### src/rtl/clken_pkg.sv
// Shared defaults and types for the clock-enable generator.
package clken_pkg;

    localparam int NCH_DEF = 4;
    localparam int CW_DEF  = 20;

    // Divisor value, encoded as period-1.
    typedef logic [CW_DEF-1:0] div_t;

    function automatic int chan_w(input int n);
        return (n > 1) ? $clog2(n) : 1;
    endfunction

endpackage

### src/rtl/clken_chan.sv
// One strobe channel: down-to-wrap period counter with active/shadow divisor.
module clken_chan #(
    parameter int            CW       = 20,
    parameter logic [CW-1:0] DIV_INIT = '0
) (
    input  logic          clk,
    input  logic          arst,
    input  logic          en,
    input  logic          sync,
    input  logic          wr,
    input  logic [CW-1:0] wr_div,
    output logic          stb,
    output logic          tgl,
    output logic          pend
);

    logic [CW-1:0] cnt;
    logic [CW-1:0] div;
    logic [CW-1:0] shadow;
    logic          wrap;
    logic          apply;

    assign wrap  = (cnt == div);
    // The shadow is only adopted at a period boundary, so a period never changes length mid-way.
    assign apply = pend && (sync || (en && wrap));

    always_ff @(posedge clk or posedge arst) begin
        if (arst) begin
            cnt    <= '0;
            div    <= DIV_INIT;
            shadow <= DIV_INIT;
            pend   <= 1'b0;
            stb    <= 1'b0;
            tgl    <= 1'b0;
        end else begin
            if (sync) begin
                cnt <= '0;
                stb <= 1'b0;
                tgl <= 1'b0;
            end else if (en && wrap) begin
                cnt <= '0;
                stb <= 1'b1;
                tgl <= ~tgl;
            end else if (en) begin
                cnt <= cnt + CW'(1);
                stb <= 1'b0;
            end else begin
                stb <= 1'b0;
            end

            if (apply) begin
                div  <= shadow;
                pend <= 1'b0;
            end

            // wr is only granted while pend is clear, so it never collides with apply.
            if (wr) begin
                shadow <= wr_div;
                pend   <= 1'b1;
            end
        end
    end

endmodule

### src/rtl/clken_gen.sv
// NCH independent programmable clock-enable strobes derived from clk, with
// valid/ready divisor writes and a synchronous phase-aligning restart.
module clken_gen
    import clken_pkg::*;
#(
    parameter int                NCH      = NCH_DEF,
    parameter int                CW       = CW_DEF,
    parameter logic [NCH*CW-1:0] DIV_INIT = '0,
    localparam int               CHW      = chan_w(NCH)
) (
    input  logic           clk,
    input  logic           arst,
    input  logic           en,
    input  logic           sync,
    input  logic           cfg_valid,
    output logic           cfg_ready,
    input  logic [CHW-1:0] cfg_ch,
    input  logic [CW-1:0]  cfg_div,
    output logic [NCH-1:0] stb,
    output logic [NCH-1:0] tgl,
    output logic [NCH-1:0] pend
);

    logic [NCH-1:0] wr;

    // Out-of-range channel indices match nothing and so stay ready; their writes are dropped.
    always_comb begin
        cfg_ready = 1'b1;
        for (int i = 0; i < NCH; i++) begin
            if (cfg_ch == CHW'(i)) begin
                cfg_ready = ~pend[i];
            end
        end
    end

    genvar i;
    generate
        for (i = 0; i < NCH; i++) begin : g_ch
            assign wr[i] = cfg_valid && cfg_ready && (cfg_ch == CHW'(i));

            clken_chan #(
                .CW       (CW),
                .DIV_INIT (DIV_INIT[i*CW +: CW])
            ) u_chan (
                .clk    (clk),
                .arst   (arst),
                .en     (en),
                .sync   (sync),
                .wr     (wr[i]),
                .wr_div (cfg_div),
                .stb    (stb[i]),
                .tgl    (tgl[i]),
                .pend   (pend[i])
            );
        end
    endgenerate

endmodule

### config.mk
export PLATFORM = sky130hd
export DESIGN_NAME = clken_gen
export DESIGN_NICKNAME = d
export VERILOG_FILES = /design/src/rtl/clken_pkg.sv /design/src/rtl/clken_chan.sv /design/src/rtl/clken_gen.sv
export SDC_FILE = /design/constraint.sdc
export NUM_CORES = 1
export LEC_CHECK = 0
export CORE_ASPECT_RATIO = 0.7
export CORE_MARGIN = 1
export CORE_UTILIZATION = 65
export DETAILED_ROUTE_END_ITERATION = 10
export PLACE_DENSITY = 0.91
export RECOVER_POWER = 50
export SYNTH_ARGS = -nofsm -noshare
export SYNTH_HDL_FRONTEND = slang
export SYNTH_SLANG_ARGS = --single-unit
### constraint.sdc
create_clock -name clk -period 23.4 [get_ports clk]
set_clock_uncertainty 0.15 [all_clocks]
set_input_delay 4.68 -clock clk [delete_from_list [all_inputs] [get_ports clk]]
set_output_delay 4.68 -clock clk [all_outputs]
set_load 0.02 [all_outputs]
Word-level counts from Yosys, hierarchy flattened. Index checks and enable logic that the tools add are counted.

Bitwise operators: 8. Multiplexer cells: 40. Reductions and logical operators: 30. Eq/ne operators: 7. Add/subtract/negate cells: 4.

Operator list (count): 2-to-1 mux 20 bit (12); adder 20 x 1 -> 20 bit (second input constant) (4); equality test 20 bit (4); 2-to-1 mux 1 bit (28); nonzero test 2 bit (8); logical AND 1 bit (13); nonzero test 3 bit (4); NOT 1 bit (8); equality test 2 bit (second input constant) (2); logical OR 1 bit (4); equality test 2 x 1 -> 1 bit (second input constant) (1); zero test 2 bit (1).

Output and inout port bits: 13. Register bits after elaboration: 252.

Depth between registers and ports, before layout.
Depth after elaboration: 8. Depth in mapped cells: 8.

By module. A second synthesis with hierarchy kept.

Cell total of the unflattened synthesis: 1271. Area total of the unflattened synthesis: 12673.4 sq um.

By module, submodules not included: clken_chan (cells an instance 316, area an instance 3153.0 sq um, instances 4, sequential area each 1576.5 sq um); clken_gen (cells an instance 7, area an instance 61.3 sq um, instances 1, sequential area each 0.0 sq um).

Least setup slack after synthesis. No wires, ideal clock.

Kind: input to output. Start: in cfg_ch[0]. End: out cfg_ready. Stages on the path: 2. Data arrival time: 5.298 ns. Setup slack: 13.272 ns. Required time: 18.570 ns. Buffers on the path: 0. Path through: mux4_2 inv_1.

Word-level cells in the longest chain between the ends: 5. Elaborated cells between the ends (all ways): 8. Classes of those cells: eq/ne (3); mux (4); reduce/logical (1).

RTL lines: start, declared (RTL line clken_gen.sv:17) `input logic [CHW-1:0] cfg_ch,`; zero test 2 bit (RTL line clken_gen.sv:30) `if (cfg_ch == CHW'(i)) begin`; 2-to-1 mux 1 bit (3 in a row) (RTL line clken_gen.sv:30); 2-to-1 mux 1 bit (*) (RTL line clken_gen.sv:30); end, declared (RTL line clken_gen.sv:16) `output logic cfg_ready,`.

Mark *: on every way between the ends. The rest lies on a longest branch, timed or not.

Worst setup path in the final report. Same ends and word-level chain as after synthesis.

==> results.sh <==
export IMPL_firstDrtPassIters=5
export IMPL_yosys_warnings=0
export IMPL_cp_start_kind="input port"
export IMPL_utilization=0.734
export IMPL_drc=0
export IMPL_place_hpwl_um=21900
export IMPL_endpoint="cfg_ready"
export IMPL_startpoint="cfg_ch[0]"
export IMPL_finalWeightedCongestion=0.879
export IMPL_maxCapViolCount=4
export IMPL_synth_flop_cell="dfrtp_1"
export IMPL_reg2regPathDepth=7
export IMPL_post_place_ws_ps=12010
export IMPL_syn_num_nets=1438
export IMPL_finalSetupViolations=0
export IMPL_r2r_start="g_ch[2].u_chan.cnt[4]"
export IMPL_grt_first_pass_wirelength_um=57100
export IMPL_hold_buffers=0
export IMPL_port_buffers=39
export IMPL_grtUsageMet3=0.0687
export IMPL_use_met2=0.549
export IMPL_die_area_um2=21200
export IMPL_vias_per_cell=6.61
export IMPL_core_area_um2=20000
export IMPL_placement_rows=43
export IMPL_synth_top_cell_by_area="dfrtp_1"
export IMPL_clock_fmax_mhz=87.4
export IMPL_ant_nets=0
export IMPL_clkTransAtPathRegs_ps=70
export IMPL_worst_setup_path_end_kind="output pin"
export IMPL_p_leak_nw=6.04
export IMPL_grt_max_degree=124
export IMPL_failed_checks="capacitance limit, slew limit"
export IMPL_synth_area_top_cells="dfrtp_1 (47%), mux2_2 (6.8%), xnor2_1 (5.6%), nand4_1 (4.7%), o2111ai_1 (4.0%)"
export IMPL_status="finished, violations left"
export IMPL_drive_above_1_share=0.111
export IMPL_ir_drop_uv=70.2
export IMPL_cp_arrival_ps=6610
export IMPL_via_count=11000
export IMPL_postCtsSetupBuffers=0
export IMPL_worst_pin_slew_ps=5530
export IMPL_hold_viol_final=0
export IMPL_grt_util_met1=0.458
export IMPL_grt_antenna_before_repair=1
export IMPL_cts_root_buffer="clkbuf_16"
export IMPL_final_common_cell="dfrtp_1"
export IMPL_async_flop_share=1.00
export IMPL_clockBufferDepth=3
export IMPL_first_global_vias=11000
export IMPL_avgSynthCellArea_um2=9.52
export IMPL_seq_area_frac_synth=0.471
export IMPL_synth_top_area_share=0.471
export IMPL_initial_core_util=0.669
export IMPL_groute_usage_overall=0.339
export IMPL_synth_edf_count=0
export IMPL_synth_seq_cells=252
export IMPL_numCtsBuffers=24
export IMPL_design_power_total_w=0.00108
export IMPL_die_w_um=174
export IMPL_cp_required_ps=18570
export IMPL_busiest_layer="met2"
export IMPL_rsz0062_at_grt="false"
export IMPL_hold_class="flop to flop"
export IMPL_setup_slack_ps=11960
export IMPL_clock_latency_ps=520
export IMPL_fin_crit_sh=0.489
export IMPL_final_cell_mix="dfrtp_1 (251), nand2_1 (128), nand4_1 (101)"
export IMPL_maxSlewHeadroom=-2.71
export IMPL_cts_htree_levels=1
export IMPL_power_density_nw_per_um2=73.4
export IMPL_period_needed_ps=11440
export IMPL_cts_num_sinks=252
export IMPL_fin_cells=1670
export IMPL_wl_per_cell_um=20.8
export IMPL_tns_ps=0
export IMPL_grt_ovfl_total=0
export IMPL_crit_type="input port to output pin"
export IMPL_place_inst=1625
export IMPL_final_nets=1413
export IMPL_drt_iter0_drc=1348
export IMPL_num_antenna_cells=0
export IMPL_r2r_slack_ps=20220
export IMPL_reg2reg_to="g_ch[2].u_chan.tgl"
export IMPL_wl_um=34800
export IMPL_synthCells=1407
export IMPL_io_pins=40
export IMPL_report_final_slew_viol_count=256
export IMPL_netlist_area_um2=13400
export IMPL_synth_distinct_cells=50
export IMPL_die_h_um=122
export IMPL_cts_resized=0
export IMPL_area_growth_pct=9.72
export IMPL_cts_tree="yes"
export IMPL_path_max_fanout=5
==> cells by family after synthesis <==
family,Yosys count,share of synthesized area
AND/OR/NAND/NOR,559,0.214
flip-flops,252,0.471
buffers and inverters,202,0.0620
AO/OA/AOI/OAI,161,0.0826
XOR/XNOR,147,0.0972
multiplexers,82,0.0698
adder cells (fa/ha/maj),4,0.00374
==> worst min-delay path by stage <==
stage,start,end,slack (ps),cells after the start
2_1_floorplan,g_ch[3].u_chan.shadow[10],g_ch[3].u_chan.div[10],320,2
3_3_place_gp,g_ch[1].u_chan.shadow[15],g_ch[1].u_chan.div[15],340,2
3_5_place_dp,g_ch[1].u_chan.shadow[7],g_ch[1].u_chan.div[7],350,2
4_1_cts,g_ch[3].u_chan.shadow[3],g_ch[3].u_chan.div[3],360,2
5_1_grt,g_ch[3].u_chan.shadow[3],g_ch[3].u_chan.div[3],380,2
6_report,g_ch[3].u_chan.shadow[12],g_ch[3].u_chan.div[12],360,2
==> sequential cells by signal (all words and copies together), names as in the netlist <==
| register | flops |
|---|---|
| g_ch.u_chan.cnt | 80 |
| g_ch.u_chan.div | 80 |
| g_ch.u_chan.shadow | 80 |
| g_ch.u_chan.pend | 4 |
| g_ch.u_chan.stb | 4 |
| g_ch.u_chan.tgl | 4 |
==> cells in the mapped netlist (22+ instances only) <==
library cell  number
buf_2             22
nor3_1            32
nand2_1          128
o21ai_0           47
dfrtp_1          252
or3_1             39
clkbuf_1          72
mux2_2            81
xor2_1            60
nand3_1           85
nand4_1          101
inv_1             87
nor2_1            96
xnor2_1           85
or4_1             24
o2111ai_1         61
a21oi_1           27
==> report_power, final <==
group	leakage (nW)	internal [W]	switching, W	total [W]
sequential	2.97	0.000480	0.0000395	0.000519
combinational	2.64	0.0000567	0.0000701	0.000127
clock	0.436	0.000260	0.000173	0.000433
==> worst max-delay path, stage by stage <==
cell	delay (ps)
dlygate4sd3_1	630
mux4_2	610
inv_1	80
clkdlybuf4s50_1	590
==> final cells by class <==
type                            count  area (µm²)
Sequential cell                   252        6310
Multi-Input combinational cell    953        6300
Fill cell                        1356        5310
Clock buffer                       30         674
Timing Repair Buffer               64         547
Tap cell                          270         338
Inverter                           87         328
Clock inverter                     14         204
==> per-stage QoR <==
stage / hold slack (ps) / cell area [µm²]
final: 364 / 14700
after global routing: 379 / 14700
after CTS: 364 / 14700
after detailed placement: 351 / 13900
after global placement: 339 / 13900
after floorplan: 324 / 13400
==> metal layers <==
metal,wire length (µm),up-vias
met4,1090,0
met2,16300,630
met5,0,-
met3,3660,94
li1,-,4930
met1,13700,5393
Note: power is estimated with default switching activity, not from simulation.
